--- src/rtl/uart_rx_cmd.sv ---
// rtl/uart_rx_cmd.sv - 8N1 UART receiver with two-byte header+opcode command decoder
module uart_rx_cmd #(
    parameter int         BAUDRATE    = 115200,
    parameter int         FREQ        = 50_000_000,
    parameter int         N_data      = 8,
    parameter logic [7:0] CMD_HEADER  = 8'hA5,
    parameter int         CMD_TIMEOUT = 100_000
) (
    input  logic              clk_50M,
    input  logic              rst,
    input  logic              rx,
    output logic [N_data-1:0] rdata,
    output logic              rvalid,
    output logic              frame_err,
    output logic              start_capture,
    output logic              calib_ena,
    output logic              soft_rst,
    output logic              cmd_err
);

    localparam int BIT_PERIOD  = FREQ / BAUDRATE;
    localparam int HALF_PERIOD = BIT_PERIOD / 2;
    localparam int BCW         = (N_data > 1) ? $clog2(N_data) : 1;

    localparam logic [15:0]       BIT_LAST  = 16'(BIT_PERIOD - 1);
    localparam logic [15:0]       HALF_LAST = 16'(HALF_PERIOD - 1);
    localparam logic [BCW-1:0]    LAST_BIT  = BCW'(N_data - 1);
    localparam logic [31:0]       TMO_LAST  = 32'(CMD_TIMEOUT - 1);

    localparam logic [N_data-1:0] OP_HDR    = N_data'(CMD_HEADER);
    localparam logic [N_data-1:0] OP_START  = N_data'(1);
    localparam logic [N_data-1:0] OP_CAL_ON = N_data'(2);
    localparam logic [N_data-1:0] OP_CAL_OF = N_data'(3);
    localparam logic [N_data-1:0] OP_SRST   = N_data'(4);

    typedef enum logic [2:0] {
        RX_IDLE,
        RX_START,
        RX_DATA,
        RX_STOP,
        RX_WAIT_HIGH
    } rx_state_e;

    typedef enum logic {
        CMD_IDLE,
        CMD_ARG
    } cmd_state_e;

    // ------------------------------------------------------------------
    // rx synchronizer and falling-edge detection
    // ------------------------------------------------------------------
    logic rx_meta_q;
    logic rx_s_q;
    logic rx_dly_q;
    logic rx_fall;

    // Two-flop synchronizer plus a delayed copy; idle-high so reset to 1
    always_ff @(posedge clk_50M or posedge rst) begin
        if (rst) begin
            rx_meta_q <= 1'b1;
            rx_s_q    <= 1'b1;
            rx_dly_q  <= 1'b1;
        end else begin
            rx_meta_q <= rx;
            rx_s_q    <= rx_meta_q;
            rx_dly_q  <= rx_s_q;
        end
    end

    assign rx_fall = rx_dly_q & ~rx_s_q;

    // ------------------------------------------------------------------
    // Receive FSM
    // ------------------------------------------------------------------
    rx_state_e         rx_state_q, rx_state_d;
    logic [15:0]       cnt_q, cnt_d;
    logic [BCW-1:0]    bit_cnt_q, bit_cnt_d;
    logic [N_data-1:0] shift_q, shift_d;
    logic [N_data-1:0] rdata_q, rdata_d;
    logic              rvalid_q, rvalid_d;
    logic              frame_err_q, frame_err_d;

    // Receiver state, bit timer, shift register and registered outputs
    always_ff @(posedge clk_50M or posedge rst) begin
        if (rst) begin
            rx_state_q  <= RX_IDLE;
            cnt_q       <= '0;
            bit_cnt_q   <= '0;
            shift_q     <= '0;
            rdata_q     <= '0;
            rvalid_q    <= 1'b0;
            frame_err_q <= 1'b0;
        end else begin
            rx_state_q  <= rx_state_d;
            cnt_q       <= cnt_d;
            bit_cnt_q   <= bit_cnt_d;
            shift_q     <= shift_d;
            rdata_q     <= rdata_d;
            rvalid_q    <= rvalid_d;
            frame_err_q <= frame_err_d;
        end
    end

    // Frame sequencing: half-bit to the start-bit centre, then whole bits
    always_comb begin
        rx_state_d  = rx_state_q;
        cnt_d       = cnt_q;
        bit_cnt_d   = bit_cnt_q;
        shift_d     = shift_q;
        rdata_d     = rdata_q;
        rvalid_d    = 1'b0;
        frame_err_d = 1'b0;
        case (rx_state_q)
            RX_IDLE: begin
                if (rx_fall) begin
                    cnt_d      = '0;
                    rx_state_d = RX_START;
                end
            end
            RX_START: begin
                if (cnt_q == HALF_LAST) begin
                    cnt_d = '0;
                    if (!rx_s_q) begin
                        bit_cnt_d  = '0;
                        rx_state_d = RX_DATA;
                    end else begin
                        // Low pulse shorter than half a bit: treat as a glitch
                        rx_state_d = RX_IDLE;
                    end
                end else begin
                    cnt_d = cnt_q + 16'd1;
                end
            end
            RX_DATA: begin
                if (cnt_q == BIT_LAST) begin
                    cnt_d   = '0;
                    shift_d = {rx_s_q, shift_q[N_data-1:1]};
                    if (bit_cnt_q == LAST_BIT) begin
                        rx_state_d = RX_STOP;
                    end else begin
                        bit_cnt_d = bit_cnt_q + 1'b1;
                    end
                end else begin
                    cnt_d = cnt_q + 16'd1;
                end
            end
            RX_STOP: begin
                if (cnt_q == BIT_LAST) begin
                    cnt_d = '0;
                    if (rx_s_q) begin
                        rdata_d    = shift_q;
                        rvalid_d   = 1'b1;
                        rx_state_d = RX_IDLE;
                    end else begin
                        // Bad stop bit: report once and wait out any break
                        frame_err_d = 1'b1;
                        rx_state_d  = RX_WAIT_HIGH;
                    end
                end else begin
                    cnt_d = cnt_q + 16'd1;
                end
            end
            RX_WAIT_HIGH: begin
                if (rx_s_q) begin
                    rx_state_d = RX_IDLE;
                end
            end
            default: begin
                rx_state_d = RX_IDLE;
            end
        endcase
    end

    // ------------------------------------------------------------------
    // Command decoder
    // ------------------------------------------------------------------
    cmd_state_e  cmd_state_q, cmd_state_d;
    logic [31:0] tmo_q, tmo_d;
    logic        start_capture_q, start_capture_d;
    logic        calib_ena_q, calib_ena_d;
    logic        soft_rst_q, soft_rst_d;
    logic        cmd_err_q, cmd_err_d;

    // Decoder state, header timeout counter and decoded control outputs
    always_ff @(posedge clk_50M or posedge rst) begin
        if (rst) begin
            cmd_state_q     <= CMD_IDLE;
            tmo_q           <= '0;
            start_capture_q <= 1'b0;
            calib_ena_q     <= 1'b0;
            soft_rst_q      <= 1'b0;
            cmd_err_q       <= 1'b0;
        end else begin
            cmd_state_q     <= cmd_state_d;
            tmo_q           <= tmo_d;
            start_capture_q <= start_capture_d;
            calib_ena_q     <= calib_ena_d;
            soft_rst_q      <= soft_rst_d;
            cmd_err_q       <= cmd_err_d;
        end
    end

    // Header/opcode decode; a received opcode takes priority over timeout
    always_comb begin
        cmd_state_d     = cmd_state_q;
        tmo_d           = tmo_q;
        start_capture_d = 1'b0;
        calib_ena_d     = calib_ena_q;
        soft_rst_d      = 1'b0;
        cmd_err_d       = 1'b0;
        case (cmd_state_q)
            CMD_IDLE: begin
                if (rvalid_q && (rdata_q == OP_HDR)) begin
                    tmo_d       = '0;
                    cmd_state_d = CMD_ARG;
                end
            end
            CMD_ARG: begin
                if (rvalid_q) begin
                    if (rdata_q == OP_HDR) begin
                        // Repeated header re-arms rather than erroring
                        tmo_d = '0;
                    end else begin
                        cmd_state_d = CMD_IDLE;
                        if (rdata_q == OP_START) begin
                            start_capture_d = 1'b1;
                        end else if (rdata_q == OP_CAL_ON) begin
                            calib_ena_d = 1'b1;
                        end else if (rdata_q == OP_CAL_OF) begin
                            calib_ena_d = 1'b0;
                        end else if (rdata_q == OP_SRST) begin
                            soft_rst_d = 1'b1;
                        end else begin
                            cmd_err_d = 1'b1;
                        end
                    end
                end else if (frame_err_q) begin
                    cmd_state_d = CMD_IDLE;
                end else if (tmo_q == TMO_LAST) begin
                    cmd_err_d   = 1'b1;
                    cmd_state_d = CMD_IDLE;
                end else begin
                    tmo_d = tmo_q + 32'd1;
                end
            end
            default: begin
                cmd_state_d = CMD_IDLE;
            end
        endcase
    end

    assign rdata         = rdata_q;
    assign rvalid        = rvalid_q;
    assign frame_err     = frame_err_q;
    assign start_capture = start_capture_q;
    assign calib_ena     = calib_ena_q;
    assign soft_rst      = soft_rst_q;
    assign cmd_err       = cmd_err_q;

endmodule
--- config.mk ---
export PLATFORM = sky130hd
export DESIGN_NAME = uart_rx_cmd
export DESIGN_NICKNAME = d
export VERILOG_FILES = /design/src/rtl/uart_rx_cmd.sv
export SDC_FILE = /design/constraint.sdc
export NUM_CORES = 1
export LEC_CHECK = 0
export CELL_PAD_IN_SITES_DETAIL_PLACEMENT = 2
export CELL_PAD_IN_SITES_GLOBAL_PLACEMENT = 2
export CORE_UTILIZATION = 43
export CTS_BUF_LIST = sky130_fd_sc_hd__clkbuf_16
export CTS_CLUSTER_SIZE = 14
export DETAILED_ROUTE_END_ITERATION = 7
export PLACE_DENSITY = 0.83
export RECOVER_POWER = 100
export REMOVE_ABC_BUFFERS = 1
export SYNTH_ARGS = -nofsm -noshare
export SYNTH_HDL_FRONTEND = slang
export SYNTH_SLANG_ARGS = --single-unit
--- constraint.sdc ---
create_clock -name clk_50M -period 4.1 [get_ports clk_50M]
set_input_delay 0.41 -clock clk_50M [delete_from_list [all_inputs] [get_ports clk_50M]]
set_output_delay 0.41 -clock clk_50M [all_outputs]
set_load 0.005 [all_outputs]
==> impl_metrics.yaml <==
status:
  status: "finished, violations left"
  violations: "max-capacitance violations, max-slew violations"
critical_path:
  arrival_ps: 3380
  critPathMaxStageDelay_ps: 1190
  worst_path_max_delay_cell: "nor4_1"
  path_cells: "nand3_1, nor4_1, nand3_1, nor3_1, mux2i_1"
  crit_fanout: 9
  start_kind: "flip-flop"
  path_common_cell: "nand3_1"
  path_class: "flip-flop to flip-flop"
  required_ps: 4360
  crit_path_end_kind: "flip-flop"
floorplan:
  coreArea_mm2: 0.00885
  ios: 17
  die_area_mm2: 0.00969
  start_util: 0.452
  rows: 34
  die_w_um: 98.4
  die_h_um: 98.4
clocking:
  cts-resized-gates: 0
  post_cts_buffers: 0
  path_clk_slew_ps: 60
  holdBufCountCts: 0
  cts_sinks: 80
  cts.path.max_buffers: 2
  cts_tree: "built"
  cts_buffers: 9
  cts_max_level: 3
  root_buffer: "clkbuf_16"
  clk-insertion-delay-late_ps: 340
detailed_routing:
  dr_total_vias: 3174
  final_antenna_net_count: 0
  drc_errors: 0
  dr.pass1.iters: 5
  drt_iter0_drc: 69
  wl_per_cell_um: 21.3
  vias_per_cell: 6.13
  routed_wl_um: 11000
timing:
  setup_viol: 0
  worstMarginPinSlew_ps: 2650
  hold_slack_ps: 362
  final.setup.tns_ps: 0
  fmax_ghz: 0.321
  final.period_utilization: 0.760
  max_slew_margin: -0.778
  fin_worst_skew_ps: 7.27
  hold_viol: 0
  rsz0062_at_grt: "false"
  drv_slew: 59
  post-route-min-period_ps: 3110
grt:
  grt_pass1_vias: 3526
  grt_first_pass_wirelength_um: 18600
  grt_max_degree: 59
  grt_overflow: 0
  grt_util_all_layers: 0.250
  grt_antenna_before_repair: 0
yosys:
  synth_edf_count: 0
  synthCells: 385
  synth_cell_types: 55
  ys_seq_area_frac: 0.502
  synth_top_cells_by_count: "dfrtp_1 (77), nand2_1 (38), nand3_1 (27), nor2_1 (27), nand4_1 (17)"
  ys.flop_type: "dfrtp_1"
  async_flop_share: 1.00
  yosys-top-cells-area: "dfrtp_1 (48%), mux2_2 (4.5%), nand2_1 (3.6%)"
  yosysWarningCount: 0
  netlist_area_mm2: 0.00400
  yosysTopAreaCell: "dfrtp_1"
  syn_avg_cell_area_um2: 10.4
  yosysMostFrequentCell: "dfrtp_1"
  synthDominantCellAreaShare: 0.482
  synth.ff_latch_count: 80
power:
  power_density_mw_per_mm2: 368
  p_leak_nw: 2.05
  vdd_drop_max_mv: 0.207
cells_and_area:
  final_cell_area_mm2: 0.00450
  finish.utilization: 0.508
  num_antenna_cells: 0
  area_growth_pct: 12.6
  drive_above_1_share: 0.0902
  fin_nets: 414
placed_design:
  dp_hpwl_um: 7160
  io_buffers: 16
  place_congestion: 0.790
  post_dp_cell_area_mm2: 0.00426
worst_hold_path:
  hold_path_class: "flip-flop to flip-flop"
flow_run:
  cap_viol_max_count: 1
[state kept, by name, indices dropped and copies added, names as in the netlist]
name and cells:
frame_err 1, rx_state_q 3, bit_cnt_q 3, rx_meta_q 1
rx_s_q 1, rx_dly_q 1, tmo_q 32, soft_rst 1
rvalid 1, cnt_q 16, shift_q 8, rdata 8
cmd_state_q 1, calib_ena 1, cmd_err 1, start_capture 1
[critical path, delay by kind of cell, from the launching register on]
family	cells	cell delay, ps
and+or+nand+nor	4	2370
DFF	1	450
muxes	1	210
[per-stage QoR]
step	worst slack [ps]	total power [mW]	std cells
2_1_floorplan	1570	0.873	375
6_report	986	1.65	518
5_1_grt	663	1.71	518
3_3_place_gp	1510	0.898	502
3_5_place_dp	1480	0.902	502
4_1_cts	1380	1.68	518
[cells in the final DEF (no fill, tap or decap), types with 2 or more instances in the layout]
cell	count
o211ai_1	2
and2_0	2
nand2b_1	3
nor3b_1	4
ha_1	6
mux2_1	3
nor2b_1	2
o21ai_0	15
and3_1	8
clkbuf_16	9
a211o_1	5
clkinv_4	2
clkinvlp_4	2
a21oi_1	7
mux2_2	13
mux2i_1	14
nor3_1	14
xor2_1	13
o41ai_1	2
o31ai_1	5
a21o_1	3
a22o_1	3
and4_1	11
dfrtp_1	77
nand2_1	38
nand4_1	18
dfstp_2	2
and3_2	2
dlygate4sd3_1	16
xnor2_1	2
nand3_1	27
inv_1	10
nor4_1	8
nor2_1	28
buf_4	2
or4_1	4
or3_1	7
o311ai_0	3
[path summary, 6_finish.rpt]
check,to,slack (ps),cells past startpoint,startpoint
min,rx_s_q,360,0,rx_meta_q
max reg2reg,tmo_q[27],990,5,tmo_q[2]
min reg2reg,rx_s_q,360,0,rx_meta_q
max,tmo_q[27],990,5,tmo_q[2]
min in group asynchronous,cnt_q[6],1280,2,rst
max in group asynchronous,rx_meta_q,1520,3,rst
[per-layer routing]
layer | wire (um) | GRT usage
met1 | 4810 | 0.309
met4 | 125 | 0.0746
met5 | 0 | 0
met3 | 160 | 0.0390
met2 | 5960 | 0.451
[layout make-up]
| cell class | instances | area [um^2] |
|---|---|---|
| Clock buffer | 9 | 225 |
| Clock inverter | 7 | 56.3 |
| Fill cell | 921 | 4350 |
| Inverter | 11 | 42.5 |
| Multi-Input combinational cell | 284 | 1860 |
| Sequential cell | 80 | 2010 |
| Tap cell | 108 | 135 |
| Timing Repair Buffer | 19 | 179 |
[report_power, final]
part	internal, mW	switching, mW	total [mW]
Sequential	0.800	0.0157	0.815
Clock	0.417	0.349	0.766
Combinational	0.0225	0.0498	0.0723
[kinds of logic (layout without fill, tap and decap cells)]
| group | after synthesis | in the layout | share of synthesized area |
|---|---|---|---|
| multiplexers | 30 | 30 | 0.0801 |
| adder cells (fa/ha/maj) | 6 | 6 | 0.0188 |
| buffers and inverters | 21 | 46 | 0.0247 |
| AND/OR/NAND/NOR | 181 | 181 | 0.250 |
| flip-flops | 80 | 80 | 0.502 |
| XOR/XNOR | 15 | 15 | 0.0329 |
| AO/OA/AOI/OAI | 52 | 52 | 0.0914 |
Note: power is estimated with default switching activity, not from simulation.
